[config.mk]
export PLATFORM = sky130hd
export DESIGN_NAME = fc_result_writer
export DESIGN_NICKNAME = d
export VERILOG_FILES = /design/src/rtl/fc_pkg.sv /design/src/rtl/fc_result_writer_word_slicer.sv /design/src/rtl/fc_result_writer.sv
export SDC_FILE = /design/constraint.sdc
export NUM_CORES = 1
export LEC_CHECK = 0
export CAP_MARGIN = 10
export CORE_MARGIN = 5
export CORE_UTILIZATION = 46
export DETAILED_ROUTE_END_ITERATION = 10
export GPL_ROUTABILITY_DRIVEN = 0
export PLACE_DENSITY = 0.89
export SYNTH_ARGS = -nofsm -noshare
export SYNTH_HDL_FRONTEND = slang
export SYNTH_SLANG_ARGS = --single-unit
[constraint.sdc]
create_clock -name clk -period 8.8 [get_ports clk]
set_input_delay 0.88 -clock clk [delete_from_list [all_inputs] [get_ports clk]]
set_output_delay 0.88 -clock clk [all_outputs]
set_load 0.02 [all_outputs]
[src/rtl/fc_pkg.sv]
// Shared constants, sizing helpers and FSM state type for the FC result writer.
package fc_pkg;

   localparam int DIM_OUTPUT_DEF = 8;
   localparam int OUTPUT_W_DEF   = 8;
   localparam int BRAM_DAT_W_DEF = 32;

   function automatic int calc_words(input int dim, input int ow, input int bw);
      return (dim * ow) / bw;
   endfunction

   function automatic int calc_step(input int bw);
      return bw / 8;
   endfunction

   localparam int WORDS = calc_words(DIM_OUTPUT_DEF, OUTPUT_W_DEF, BRAM_DAT_W_DEF);
   localparam int STEP  = calc_step(BRAM_DAT_W_DEF);

   localparam logic [15:0] TAIL_MAGIC = 16'hFC5A;

   typedef enum logic [2:0] {
      IDLE,
      ACCEPT,
      WRITE,
      TAIL,
      DONE
   } fc_state_t;

endpackage

[src/rtl/fc_result_writer_word_slicer.sv]
// Combinational packer: flattens the captured vector (element 0 in the LSBs) and returns word k.
module fc_word_slicer
   import fc_pkg::*;
#(
   parameter int DIM_OUTPUT = DIM_OUTPUT_DEF,
   parameter int OUTPUT_W   = OUTPUT_W_DEF,
   parameter int BRAM_DAT_W = BRAM_DAT_W_DEF,
   parameter int WORDS_N    = calc_words(DIM_OUTPUT, OUTPUT_W, BRAM_DAT_W),
   parameter int KW         = (WORDS_N > 1) ? $clog2(WORDS_N) : 1
) (
   input  logic [OUTPUT_W-1:0]   vec [DIM_OUTPUT],
   input  logic [KW-1:0]         k,
   output logic [BRAM_DAT_W-1:0] word
);

   logic [DIM_OUTPUT*OUTPUT_W-1:0] flat;

   always_comb begin
      flat = '0;
      for (int i = 0; i < DIM_OUTPUT; i++) begin
         flat[i*OUTPUT_W +: OUTPUT_W] = vec[i];
      end
      word = '0;
      for (int j = 0; j < WORDS_N; j++) begin
         if (k == KW'(j)) begin
            word = flat[j*BRAM_DAT_W +: BRAM_DAT_W];
         end
      end
   end

endmodule

[src/rtl/fc_result_writer.sv]
// FC result sink: packs each output vector into BRAM words and tracks batch completion.
// Optional FC_RESULT_TAIL_EN appends a status word after the last vector of a batch.
module fc_result_writer
   import fc_pkg::*;
#(
   parameter int DIM_OUTPUT = DIM_OUTPUT_DEF,
   parameter int OUTPUT_W   = OUTPUT_W_DEF,
   parameter int BRAM_DAT_W = BRAM_DAT_W_DEF,
   parameter int ADDR_SW    = 12,
   parameter int BATCH_NUM  = 10,
   parameter int BASE_ADDR  = 0
) (
   input  logic                  clk,
   input  logic                  rst_n,
   input  logic                  start,
   input  logic [OUTPUT_W-1:0]   vec_dat [DIM_OUTPUT],
   input  logic                  vec_vld,
   output logic                  vec_rdy,
   output logic [ADDR_SW-1:0]    bram_addr,
   output logic [BRAM_DAT_W-1:0] bram_din,
   output logic                  bram_en,
   output logic                  bram_we,
   output logic                  busy,
   output logic                  done,
   input  logic                  done_ack,
   output logic                  err_drop
);

   localparam int NWORDS = calc_words(DIM_OUTPUT, OUTPUT_W, BRAM_DAT_W);
   localparam int NSTEP  = calc_step(BRAM_DAT_W);
   localparam int KW     = (NWORDS > 1) ? $clog2(NWORDS) : 1;
   localparam int CW     = $clog2(BATCH_NUM + 1);
`ifdef FC_RESULT_TAIL_EN
   localparam int TAIL_WORDS = 1;
`else
   localparam int TAIL_WORDS = 0;
`endif
   localparam longint SPAN = longint'(BASE_ADDR)
                           + longint'(BATCH_NUM * NWORDS + TAIL_WORDS) * longint'(NSTEP);

   if ((DIM_OUTPUT * OUTPUT_W) % BRAM_DAT_W != 0) begin : g_chk_pack
      $error("fc_result_writer: vector width must be a multiple of BRAM_DAT_W");
   end
   if (SPAN > (longint'(1) << ADDR_SW)) begin : g_chk_span
      $error("fc_result_writer: batch does not fit in the BRAM address space");
   end
   if (BATCH_NUM < 1) begin : g_chk_batch
      $error("fc_result_writer: BATCH_NUM must be at least 1");
   end

   fc_state_t             state, state_nxt;
   logic [OUTPUT_W-1:0]   vec_p0 [DIM_OUTPUT];
   logic [KW-1:0]         word_cnt;
   logic [CW-1:0]         vec_cnt;
   logic [ADDR_SW-1:0]    addr_q;
   logic                  err_q;
   logic                  clr, cap, wr_vec;
   logic                  last_word, last_vec;
   logic [BRAM_DAT_W-1:0] slice_word;
   logic [31:0]           tail_word;

   assign last_word = (word_cnt == KW'(NWORDS - 1));
   assign last_vec  = (vec_cnt == CW'(BATCH_NUM - 1));
   assign tail_word = {TAIL_MAGIC, err_q, 7'd0, 8'(vec_cnt)};

   fc_word_slicer #(
      .DIM_OUTPUT (DIM_OUTPUT),
      .OUTPUT_W   (OUTPUT_W),
      .BRAM_DAT_W (BRAM_DAT_W),
      .WORDS_N    (NWORDS),
      .KW         (KW)
   ) u_slicer (
      .vec  (vec_p0),
      .k    (word_cnt),
      .word (slice_word)
   );

   always_comb begin
      state_nxt = state;
      clr       = 1'b0;
      cap       = 1'b0;
      wr_vec    = 1'b0;
      case (state)
         IDLE: begin
            if (start) begin
               clr       = 1'b1;
               state_nxt = ACCEPT;
            end
         end
         ACCEPT: begin
            if (vec_vld) begin
               cap       = 1'b1;
               state_nxt = WRITE;
            end
         end
         WRITE: begin
            wr_vec = 1'b1;
            if (last_word) begin
               if (last_vec) begin
`ifdef FC_RESULT_TAIL_EN
                  state_nxt = TAIL;
`else
                  state_nxt = DONE;
`endif
               end else begin
                  state_nxt = ACCEPT;
               end
            end
         end
         TAIL: begin
            state_nxt = DONE;
         end
         DONE: begin
            // start takes priority over a simultaneous done_ack
            if (start) begin
               clr       = 1'b1;
               state_nxt = ACCEPT;
            end else if (done_ack) begin
               state_nxt = IDLE;
            end
         end
         default: begin
            state_nxt = IDLE;
         end
      endcase
   end

   always_comb begin
      vec_rdy   = (state == ACCEPT);
      busy      = (state == ACCEPT) || (state == WRITE) || (state == TAIL);
      done      = (state == DONE);
      bram_en   = (state == WRITE) || (state == TAIL);
      bram_we   = bram_en;
      err_drop  = err_q;
      bram_addr = bram_en ? addr_q : '0;
      bram_din  = '0;
      if (state == WRITE) begin
         bram_din = slice_word;
      end else if (state == TAIL) begin
         bram_din = BRAM_DAT_W'(tail_word);
      end
   end

   always_ff @(posedge clk or negedge rst_n) begin
      if (!rst_n) begin
         state    <= IDLE;
         word_cnt <= '0;
         vec_cnt  <= '0;
         addr_q   <= ADDR_SW'(BASE_ADDR);
         err_q    <= 1'b0;
      end else begin
         state <= state_nxt;
         if (clr) begin
            word_cnt <= '0;
            vec_cnt  <= '0;
            addr_q   <= ADDR_SW'(BASE_ADDR);
         end else if (wr_vec) begin
            addr_q <= addr_q + ADDR_SW'(NSTEP);
            if (last_word) begin
               word_cnt <= '0;
               vec_cnt  <= vec_cnt + CW'(1);
            end else begin
               word_cnt <= word_cnt + KW'(1);
            end
         end
         if (vec_vld && !vec_rdy) begin
            err_q <= 1'b1;
         end else if (clr) begin
            err_q <= 1'b0;
         end
      end
   end

   // Capture stage: vector data register, no reset needed
   always_ff @(posedge clk) begin
      if (cap) begin
         vec_p0 <= vec_dat;
      end
   end

endmodule

==> metrics.yaml <==
logic_synthesis:
  ys_ff_latch: 83
  avgSynthCellArea_um2: 13.2
  synthFlopType: "edfxtp_1"
  synthTopCellsByArea: "edfxtp_1 54%, dfrtp_1 13%, mux2i_1 8.7%"
  yosys_warnings: 0
  ys_types: 40
  syn-cell-area_um2: 3590
  synth_seq_area_share_pct: 66.9
  synth_cells: 272
  yosys.area.top_type: "edfxtp_1"
  synth_edf_count: 64
  yosysTopAreaCellShare_pct: 53.6
  synth_common_cells: "64 x edfxtp_1, 31 x mux2i_1, 26 x nor2_1"
  yosysMostFrequentCell: "edfxtp_1"
  async_reset_ff_share_pct: 22.9
floorplan:
  core_um2: 7650
  core.rowCount: 32
  initial_core_util_pct: 46.9
  die_area_um2: 9660
  die_h_um: 98.3
  ioPinCount: 119
  fp.dieW_um: 98.3
final_layout:
  antenna_cells: 0
  fillers: 568
  final_area_um2: 5050
  drive_gt1_share_pct: 5.93
  fin_util_pct: 66.0
  final_nets: 455
  area_growth_syn_to_layout_pct: 40.8
pwr:
  total_power_mw: 1.36
  combPwrFrac_pct: 33.0
  p_per_area_nw_per_um2: 270
  pwr-share-seq_pct: 43.4
  p_clk_share_pct: 23.7
  internal_power_uw: 912
  ir_drop_v: 0.000145
  switching_share_pct: 33.1
  netSwitchingPower_uw: 452
  p_leak_nw: 1.81
drt:
  wl_per_cell_um: 17.0
  drt_pass1_iterations: 5
  wirelength_um: 8330
  vias: 2529
  drc_errors: 0
  via_per_inst: 5.16
  ant_nets: 0
  first_iter_violations: 167
cts:
  cts_tree: "built"
  cts_hold_buf: 0
  post_cts_resized: 0
  clock-sinks: 83
  htree_levels: 3
  clock_latency_ns: 0.35
  post_cts_buffers: 0
  cts_buffer_depth: 2
  clk_pin_slew_ns: 0.08
  cts_inserted_buffers: 9
  root_buffer: "clkbuf_8"
setup_path:
  critical-path-slowest-cell: "nand2b_1"
  crit_required_ns: 7.92
  worstPathCellList: "nand2b_1 > inv_1 > and2_1 > clkdlybuf4s50_1"
  crit_path_max_incr_delay_ns: 0.70
  cp-start-kind: "flop"
  critPathCaptureType: "output pin"
  worstSetupPathType: "flop to output pin"
  worstPathMaxFanout: 19
  worstPathArrival_ns: 2.76
sta:
  fin_setup_tns_ns: 0
  timing.final.crit_share_pct: 41.4
  hold_viol: 0
  setup_viol: 0
  clock_skew_ns: 0.0121
  rsz0062_at_grt: "false"
  relSlewSlack_pct: 30.3
  max_clock_freq_ghz: 0.275
  tightest_slew_ns: 1.04
  drv_slew: 0
  period_minus_slack_ns: 3.64
global_routing:
  grt_max_degree: 39
  grt-ovfl-total: 0
  grt_use_total_pct: 17.3
  antenna_found_initial: 0
  grt_pass1_wl_um: 13100
  first_global_vias: 2665
outcome:
  outcome: "complete, no violations"
placed_design:
  dpl_cell_area_um2: 4810
  hpwl_um: 5860
  port_buffers: 116
hold_path:
  hold_path_class: "flop to flop"
run:
  cap_violations: 0
[registers in the layout (all words and copies together), names as in the netlist]
signal,count
err_drop,1
vec_cnt,4
last_word,1
vec_p0,64
addr_q,10
state,3
[per-stage QoR]
stage	hold WS (ns)	setup WS, ns	std cells
floorplan	0.494	1.20	273
global placement	0.514	5.53	474
detailed placement	0.543	5.53	474
CTS	0.554	5.13	490
global route	0.560	4.98	490
finish	0.544	5.16	490
[power by group through the flow]
stage	clock network [mW]	registers, mW	logic (mW)
2_1_floorplan	0	0.566	0.300
3_3_place_gp	0	0.594	0.443
3_5_place_dp	0	0.600	0.452
4_1_cts	0.331	0.592	0.457
5_1_grt	0.344	0.603	0.488
6_report	0.323	0.592	0.450
[final cells by class]
| class | count | area [µm²] | share of cell area (%) |
|---|---|---|---|
| clock buffer | 11 | 131 | 2.60 |
| clock inverter | 5 | 104 | 2.06 |
| inverter | 7 | 26.3 | 0.520 |
| multi-input combinational | 164 | 1090 | 21.5 |
| sequential | 83 | 2400 | 47.5 |
| tap | 102 | 128 | 2.53 |
| timing repair buffer | 118 | 1180 | 23.3 |
[path summary, 6_finish.rpt]
check                                       start                     end  slack [ns]  cells past startpoint
setup / recovery             state[2]$_DFFE_PN0P_            bram_addr[3]        5.16                      4
hold / removal             addr_q[11]$_DFFE_PN0P_  addr_q[11]$_DFFE_PN0P_        0.54                      2
setup reg to reg             state[0]$_DFFE_PN0P_    vec_p0[25]$_DFFE_PP_        6.32                      3
hold reg to reg            addr_q[11]$_DFFE_PN0P_  addr_q[11]$_DFFE_PN0P_        0.54                      2
max in group asynchronous                   rst_n   last_word$_DFFE_PN0P_        7.15                      1
min in group asynchronous                   rst_n   addr_q[3]$_DFFE_PN0P_        1.04                      1
[cells in the final DEF (no fill, tap or decap), drive strengths merged, types with 4 or more instances in the layout]
master	count
nand3	7
inv	6
clkbuf	11
mux2	4
nand2	15
dfrtp	19
nor2	26
o21ai	6
clkdlybuf4s50	116
mux2i	31
and2	11
o31ai	4
a21oi	20
edfxtp	64
[per-layer routing]
layer / up-vias / global-route usage (%) / part of all wire [%] / wire [µm]
li1: 1215 / - / - / -
met3: 13 / 5.07 / 6.7 / 558
met2: 90 / 31.9 / 54 / 4480
met5: - / 0 / 0 / 0
met4: 0 / 6.41 / 1.9 / 156
met1: 1211 / 18.6 / 38 / 3140
[critical path: cells and delay by family, from the launching register on]
kind | cells | cell delay [ns]
AND/OR/NAND/NOR | 2 | 0.96
buffers and inverters | 2 | 0.87
flip-flops | 1 | 0.57
[cell families after synthesis]
family	after synthesis	synth area share (%)
flip-flops	83	66.9
AND/OR/NAND/NOR	82	11.9
AO/OA/AOI/OAI	39	6.35
multiplexers	35	9.91
buffers and inverters	26	3.14
adder cells (fa/ha/maj)	3	1.05
XOR/XNOR	3	0.733
other	1	0.105
(Power assumes the default switching activity.)
